--- config.mk ---
export PLATFORM = sky130hd
export DESIGN_NAME = instruction_fetch_unit
export DESIGN_NICKNAME = d
export VERILOG_FILES = /design/src/rtl/instruction_fetch_unit_pkg.sv /design/src/rtl/pc_next_logic.sv /design/src/rtl/instruction_fetch_unit.sv
export SDC_FILE = /design/constraint.sdc
export NUM_CORES = 1
export LEC_CHECK = 0
export ABC_AREA = 1
export BUFFER_PORTS_ARGS = -buffer_cell sky130_fd_sc_hd__buf_2
export CORE_ASPECT_RATIO = 1.2
export CORE_MARGIN = 2
export CORE_UTILIZATION = 59
export DETAILED_ROUTE_END_ITERATION = 6
export GPL_TIMING_DRIVEN = 0
export HOLD_SLACK_MARGIN = 0.02
export PLACE_DENSITY = 0.95
export SYNTH_ARGS = -nofsm -noshare
export SYNTH_HDL_FRONTEND = slang
export SYNTH_SLANG_ARGS = --single-unit
--- constraint.sdc ---
create_clock -name clock -period 3.1 [get_ports clock]
set_clock_uncertainty 0.1 [all_clocks]
set_input_delay 0.31 -clock clock [delete_from_list [all_inputs] [get_ports clock]]
set_output_delay 0.31 -clock clock [all_outputs]
set_load 0.01 [all_outputs]
--- src/rtl/instruction_fetch_unit_pkg.sv ---
// Shared definitions for the instruction fetch unit: PC-select encodings,
// fetch FSM states, status bit positions and an alignment helper.
package instruction_fetch_unit_pkg;

    // PC select encodings; any value with bit 1 set loads the branch target
    localparam logic [1:0] PS_HOLD = 2'b00;
    localparam logic [1:0] PS_INC  = 2'b01;

    // Fetch handshake states
    typedef enum logic {
        ST_IDLE = 1'b0,
        ST_REQ  = 1'b1
    } fetch_state_t;

    // Bit positions inside the 5-bit status word {V,C,N,Z_reg,alu_zero}
    localparam int STATUS_V     = 4;
    localparam int STATUS_Z_REG = 1;
    localparam int STATUS_Z_ALU = 0;

    // Instruction fetches must be word aligned
    function automatic logic is_word_aligned(input logic [63:0] addr);
        return (addr[1:0] == 2'b00);
    endfunction

endpackage

--- src/rtl/pc_next_logic.sv ---
// Next-PC selection: hold, sequential increment, or branch target taken
// either PC-relative from the fetched instruction's address or from a_bus.
module pc_next_logic
    import instruction_fetch_unit_pkg::*;
(
    input  logic [1:0]  ps,
    input  logic        pc_sel,
    input  logic [63:0] pc,
    input  logic [63:0] fetch_pc,
    input  logic [63:0] constant,
    input  logic [63:0] a_bus,
    output logic [63:0] pc_next
);

    logic [63:0] branch_target;

    // Select the next PC; all arithmetic wraps modulo 2^64
    always_comb begin
        // NOTE: every output of a combinational block gets a default first so no path leaves it unassigned and infers a latch.
        pc_next       = pc;
        branch_target = pc_sel ? (fetch_pc + (constant << 2)) : a_bus;
        case (ps)
            PS_HOLD: pc_next = pc;
            PS_INC:  pc_next = pc + 64'd4;
            default: pc_next = branch_target;
        endcase
    end

endmodule

--- src/rtl/instruction_fetch_unit.sv ---
// Instruction fetch unit: owns the PC, the instruction register and the
// status flags, and runs a two-state request/ready handshake to memory.
// While a fetch is pending (or after a misaligned fetch) it stalls the
// control unit and freezes PC and status.
module instruction_fetch_unit
    import instruction_fetch_unit_pkg::*;
#(
    parameter logic [63:0] RESET_PC = 64'h0
)
(
    input  logic        clock,
    input  logic        reset,
    input  logic        IL,
    input  logic [1:0]  PS,
    input  logic        PCsel,
    input  logic        SL,
    input  logic [63:0] constant,
    input  logic [63:0] a_bus,
    input  logic [3:0]  alu_flags,
    input  logic        alu_zero,
    input  logic [31:0] imem_rdata,
    input  logic        imem_ready,
    output logic        imem_req,
    output logic [63:0] imem_addr,
    output logic [31:0] instruction,
    output logic [63:0] pc,
    output logic [63:0] fetch_pc,
    output logic [4:0]  status,
    output logic        stall,
    output logic        fault
);

    fetch_state_t state;
    fetch_state_t state_next;

    logic        start_fetch;
    logic        fault_set;
    logic        fetch_done;
    logic [63:0] pc_next;
    logic [3:0]  flags_q;

    pc_next_logic u_pc_next_logic (
        .ps       (PS),
        .pc_sel   (PCsel),
        .pc       (pc),
        .fetch_pc (fetch_pc),
        .constant (constant),
        .a_bus    (a_bus),
        .pc_next  (pc_next)
    );

    // FSM state register
    always_ff @(posedge clock) begin
        // NOTE: sequential state uses non-blocking assignments so every register samples pre-edge values regardless of block order.
        if (reset) begin
            state <= ST_IDLE;
        end else begin
            state <= state_next;
        end
    end

    // FSM next-state: leave IDLE only for an aligned request, return on ready
    always_comb begin
        state_next = state;
        case (state)
            ST_IDLE: if (start_fetch) state_next = ST_REQ;
            ST_REQ:  if (imem_ready)  state_next = ST_IDLE;
            default: state_next = ST_IDLE;
        endcase
    end

    // FSM outputs: stall and the one-cycle fetch control strobes
    always_comb begin
        stall       = 1'b0;
        start_fetch = 1'b0;
        fault_set   = 1'b0;
        fetch_done  = 1'b0;
        case (state)
            ST_IDLE: begin
                // A faulted unit stalls forever and never issues a request
                stall = IL | fault;
                if (IL && !fault) begin
                    if (is_word_aligned(pc)) start_fetch = 1'b1;
                    else                     fault_set   = 1'b1;
                end
            end
            ST_REQ: begin
                stall      = ~imem_ready;
                fetch_done = imem_ready;
            end
            default: begin
                stall = 1'b1;
            end
        endcase
    end

    // Memory request: address captured at launch and held until ready
    always_ff @(posedge clock) begin
        if (reset) begin
            imem_req  <= 1'b0;
            imem_addr <= 64'h0;
        end else if (start_fetch) begin
            imem_req  <= 1'b1;
            imem_addr <= pc;
        end else if (fetch_done) begin
            imem_req  <= 1'b0;
        end
    end

    // Instruction register and its address load only on a completed fetch
    always_ff @(posedge clock) begin
        if (reset) begin
            instruction <= 32'h0;
            fetch_pc    <= 64'h0;
        end else if (fetch_done) begin
            instruction <= imem_rdata;
            fetch_pc    <= imem_addr;
        end
    end

    // Program counter advances only while the control unit is not stalled
    always_ff @(posedge clock) begin
        if (reset) begin
            pc <= RESET_PC;
        end else if (!stall) begin
            pc <= pc_next;
        end
    end

    // Registered ALU flags, loaded on SL when not stalled
    always_ff @(posedge clock) begin
        if (reset) begin
            flags_q <= 4'h0;
        end else if (SL && !stall) begin
            flags_q <= alu_flags;
        end
    end

    // Sticky misaligned-fetch flag, cleared only by reset
    always_ff @(posedge clock) begin
        if (reset) begin
            fault <= 1'b0;
        end else if (fault_set) begin
            fault <= 1'b1;
        end
    end

    assign status[STATUS_V:STATUS_Z_REG] = flags_q;
    assign status[STATUS_Z_ALU]          = alu_zero;

endmodule

# Yosys cells after proc, flatten, opt, wreduce, memory -nomap -nowiden
# Index checks and enable logic that the tools add are counted.
word_totals:
  word_cells: 39
  reg_bits: 231
classes:
  n_bitwise: 5
  n_mux: 15
  n_addsub: 2
  reduce_logical: 8
  n_eq_ne: 1
op_table:
  columns: ["cell", "count"]
  rows:
  - ["case mux 64 bit (2 select lines)", 1]
  - ["adder 64 x 3 -> 64 bit (second input constant)", 1]
  - ["adder 64 bit", 1]
  - ["two-way mux 64 bit", 1]
  - ["two-way mux 1 bit", 11]
  - ["logical NOT 2 bit", 2]
  - ["inverter 1 bit", 4]
  - ["case mux 1 bit (2 select lines)", 2]
  - ["== test 2 x 1 -> 1 bit (second input constant)", 1]
  - ["logical AND 1 bit", 2]
  - ["logical NOT 1 bit", 2]
  - ["AND reduction 2 bit", 1]
  - ["nonzero test 2 bit", 1]
  - ["bitwise OR 1 bit", 1]

# Longest topological paths before layout
logic_depth:
  depth_word: 6
  ltp_mapped: 16

# By module
# From an unflattened synthesis, not the netlist that was laid out.
unflattened:
  cells_unflattened: 3064
  hier_area_um2: 17529.3
by_module_without_submodules:
  columns: ["mod", "seq_area_each_um2", "cells_per_inst", "instances", "area_per_inst_um2"]
  rows:
  - ["pc_next_logic", 0.0, 2022, 1, 9228.9]
  - ["instruction_fetch_unit", 4624.4, 1042, 1, 8300.5]

# Least setup slack after synthesis
# Ideal clock, no wire load.
synth_path:
  path_type: "register to register"
  start: "register fetch_pc[2]"
  end: "register pc[30]"
  path_buffers: 0
  t_required_ns: 2.878
  setup_slack_ns: 0.969
  stages_incl_launch_ff: 14
  t_arrival_ns: 1.909
  path_cell_list: "dfxtp_1 > ha_1 > fa_1 > nand3_1 > nand3_2 > nand2_1 > nand2_2 > nand2_1 > nand2_1 > nand2_1 > nand2_1 > xor2_1 > o21ai_0 > a21oi_1"
synth_via:
  elab_chain_cells: 3
synth_rtl:
  columns: ["item", "line_no", "source"]
  rows:
  - ["start: declaration", "instruction_fetch_unit.sv:27", "output logic [63:0] fetch_pc,"]
  - ["start signal: assignment", "instruction_fetch_unit.sv:117", "fetch_pc <= imem_addr;"]
  - ["adder 64 bit", "pc_next_logic.sv:21", "branch_target = pc_sel ? (fetch_pc + (constant << 2)) : a_bus;"]
  - ["two-way mux 64 bit", "pc_next_logic.sv:21", null]
  - ["case mux 64 bit (2 select lines)", "pc_next_logic.sv:22", "case (ps)"]
  - ["end signal: assignment", "instruction_fetch_unit.sv:126", "pc <= pc_next;"]
  - ["end: declaration", "instruction_fetch_unit.sv:26", "output logic [63:0] pc,"]
# Every way passes these cells.
# A chain may end at the register's enable or synchronous reset.

# Final worst setup path
layout_path:
  start: "register state"
  end: "register instruction[19]"
layout_via:
  elab_chain_cells: 1
layout_rtl:
  columns: ["item", "line_no", "source"]
  rows:
  - ["start: declaration", "instruction_fetch_unit.sv:33", "fetch_state_t state;"]
  - ["start signal: assignment", "instruction_fetch_unit.sv:58", "state <= state_next;"]
  - ["two-way mux 1 bit", "instruction_fetch_unit.sv:78", "case (state)"]
  - ["end signal: assignment", "instruction_fetch_unit.sv:116", "instruction <= imem_rdata;"]
  - ["end: declaration", "instruction_fetch_unit.sv:25", "output logic [31:0] instruction,"]
# Every way passes these cells.

==> impl_metrics.env <==
export IMPL_clock_latency_ps=560
export IMPL_synthesis_area_mm2=0.01629
export IMPL_core_area_mm2=0.02717
export IMPL_min_period_ps=3171
export IMPL_synthCells=2746
export IMPL_worstSetupPathType="reg -> reg"
export IMPL_path_max_fanout=10
export IMPL_required_ps=3390
export IMPL_grt_total_usage_pct=49.17
export IMPL_relSlewSlack_pct=9.463
export IMPL_cts_resized=0
export IMPL_cts_sinks=231
export IMPL_cellLeakagePower_nw=10.42
export IMPL_synth_top_area_cell="dfxtp_1"
export IMPL_final_setup_viol_count=1
export IMPL_drv_slew=0
export IMPL_synthTopCellsByArea="dfxtp_1, nand2_1, inv_1, a21oi_1, nor2_1"
export IMPL_finalPower_mw=9.967
export IMPL_timing_rr_start="state"
export IMPL_synth_top_area_share_pct=28.40
export IMPL_critPathLaunch="state"
export IMPL_synth_edff_count=0
export IMPL_end_kind="flop"
export IMPL_synth_ff_type="dfxtp_1"
export IMPL_syn_to_final_growth_pct=22.63
export IMPL_ys_warn_count=0
export IMPL_clock_tree_buffer_depth=3
export IMPL_hold_start="imem_rdata[31]"
export IMPL_io_buffer_count=400
export IMPL_period_share_pct=102.3
export IMPL_cp_arrival_ps=3460
export IMPL_failed_checks="negative setup slack"
export IMPL_die_height_um=186
export IMPL_via_count=21250
export IMPL_rows=66
export IMPL_cts_root_buf="clkbuf_16"
export IMPL_cts_htree_levels=1
export IMPL_final_util_pct=73.51
export IMPL_grt_pass1_vias=20150
export IMPL_cp_slowest_cell="clkbuf_1"
export IMPL_cp_start_kind="flop"
export IMPL_avgSynthCellArea_um2=5.931
export IMPL_drt_wirelength_per_cell_um=20.80
export IMPL_tightest_slew_ps=1353
export IMPL_fmax_mhz=315.4
export IMPL_irDropWorstVdd_mv=0.4974
export IMPL_holdBufCountCts=42
export IMPL_overflow=0
export IMPL_via_per_inst=5.940
export IMPL_slowest_delay_ps=1000
export IMPL_antenna_left=0
export IMPL_nFillCells=2297
export IMPL_post_synth_top_count_cell="nand2_1"
export IMPL_first_pass_iters=7
export IMPL_hpwl_mm=55.54
export IMPL_cap_viol_max_count=0
export IMPL_die_w_um=155.7
export IMPL_postCtsSetupBuffers=0
export IMPL_num_io_pins=405
export IMPL_setup_ws_ps=-70.98
export IMPL_hold_violations=0
export IMPL_ys_types=39
export IMPL_syn_num_nets=2982
export IMPL_drive_gt1_share_pct=15.69
export IMPL_hold_path_class="in -> reg"
export IMPL_cts_tree="built"
export IMPL_powerDensity_mw_per_mm2=499.1
export IMPL_grt_max_degree=15
export IMPL_ys_ff_latch=231
export IMPL_drc=0
export IMPL_drtIter0Drc=2423
export IMPL_seq_area_frac_synth_pct=28.40
export IMPL_status="finished, violations left"
export IMPL_initial_core_util_pct=59.94
export IMPL_path_cells="nand2_2 -> inv_2 -> clkbuf_1 -> clkbuf_1 -> nor2_1 -> nor2_1"
export IMPL_dieArea_mm2=0.02895
export IMPL_drt_total_wl_mm=74.42
export IMPL_place_congestion=1.133
export IMPL_clkTransAtPathRegs_ps=70
export IMPL_fin_nets=3451
export IMPL_synthArstFlopShare_pct=0
export IMPL_grt_setup_unrepaired="false"
export IMPL_antenna_found_initial=6
export IMPL_cts_inserted_buffers=25
export IMPL_synth_common_cells="nand2_1, inv_1, nor2_1"
export IMPL_grt_pass1_wl_mm=109.4
-- sequential cells by signal, summed over array words and instances, names as in the netlist --
register,cells
fetch_pc,64
imem_addr,64
pc,64
instruction,32
flags_q,4
fault,1
imem_req,1
state,1
-- per-stage QoR --
step	hold WS [ps]	std cells	setup TNS (ps)	worst slack (ps)	area [um2]
floorplan	279.1	2746	0	969.3	16290
global placement	334.3	3486	0	303.4	18710
detailed placement	357.6	3486	0	283.6	18710
CTS	21.47	3572	0	374.3	19960
global route	52.24	3576	0	26.21	19970
finish	31.90	3577	-70.98	-70.98	19970
-- where the power goes --
group	switching, mW	total [mW]	internal (mW)
Clock	1.34	3.14	1.80
Sequential	0.432	3.74	3.31
Combinational	2.06	3.08	1.03
Total	3.82	9.97	6.15
-- routing by layer --
metal | routed length [um] | global-route usage [%]
met4 | 7342 | 40.84
met3 | 9497 | 14.34
met1 | 25160 | 54.20
met2 | 32400 | 78.42
met5 | 22 | 0
-- cells by family (layout without fill, tap and decap cells) --
group           count (synthesis)  after routing  share of synthesized area, %
compound gates                580            580                         18.29
xor+xnor                       80             80                         4.302
fa+ha+maj                      63             63                         4.886
buf+inv                       524           1010                         12.21
flops                         231            231                         28.40
other cells                     0              5                             0
simple gates                 1268           1268                         31.91
-- layout by cell type, fill, tap and decap left out, drive strengths merged, types with 27 or more instances in the layout --
cell type,count
xnor2,31
o21ai,268
a21oi,284
nand2,720
inv,427
dlygate4sd3,42
xor2,49
clkbuf,117
nor3,40
nand3,105
nor2,365
dfxtp,231
ha,62
nand4,27
buf,415
-- worst max-delay path, delay by kind of cell (launching register included) --
kind,cells,cell delay [ps]
buffers and inverters,3,1790
DFF,1,390
and+or+nand+nor,3,720
-- worst paths after layout --
kind	to	slack (ps)	depth (start not counted)
worst max-delay path	instruction[19]	-70	6
worst min-delay path	instruction[31]	30	3
worst max register to register	instruction[19]	-70	6
worst min register to register	imem_addr[40]	370	2
-- area by class of cell --
cell class	count	area, um2	area share (%)
antenna	5	12.51	0.06265
buffer	98	389.1	1.948
clock buffer	34	689.4	3.452
clock inverter	10	135.1	0.6767
inverter	426	1599	8.007
multi-input combinational	1991	9673	48.44
sequential	231	4624	23.16
tap	340	425.4	2.130
timing repair buffer	442	2422	12.13
Note: power is estimated with default switching activity, not from simulation.
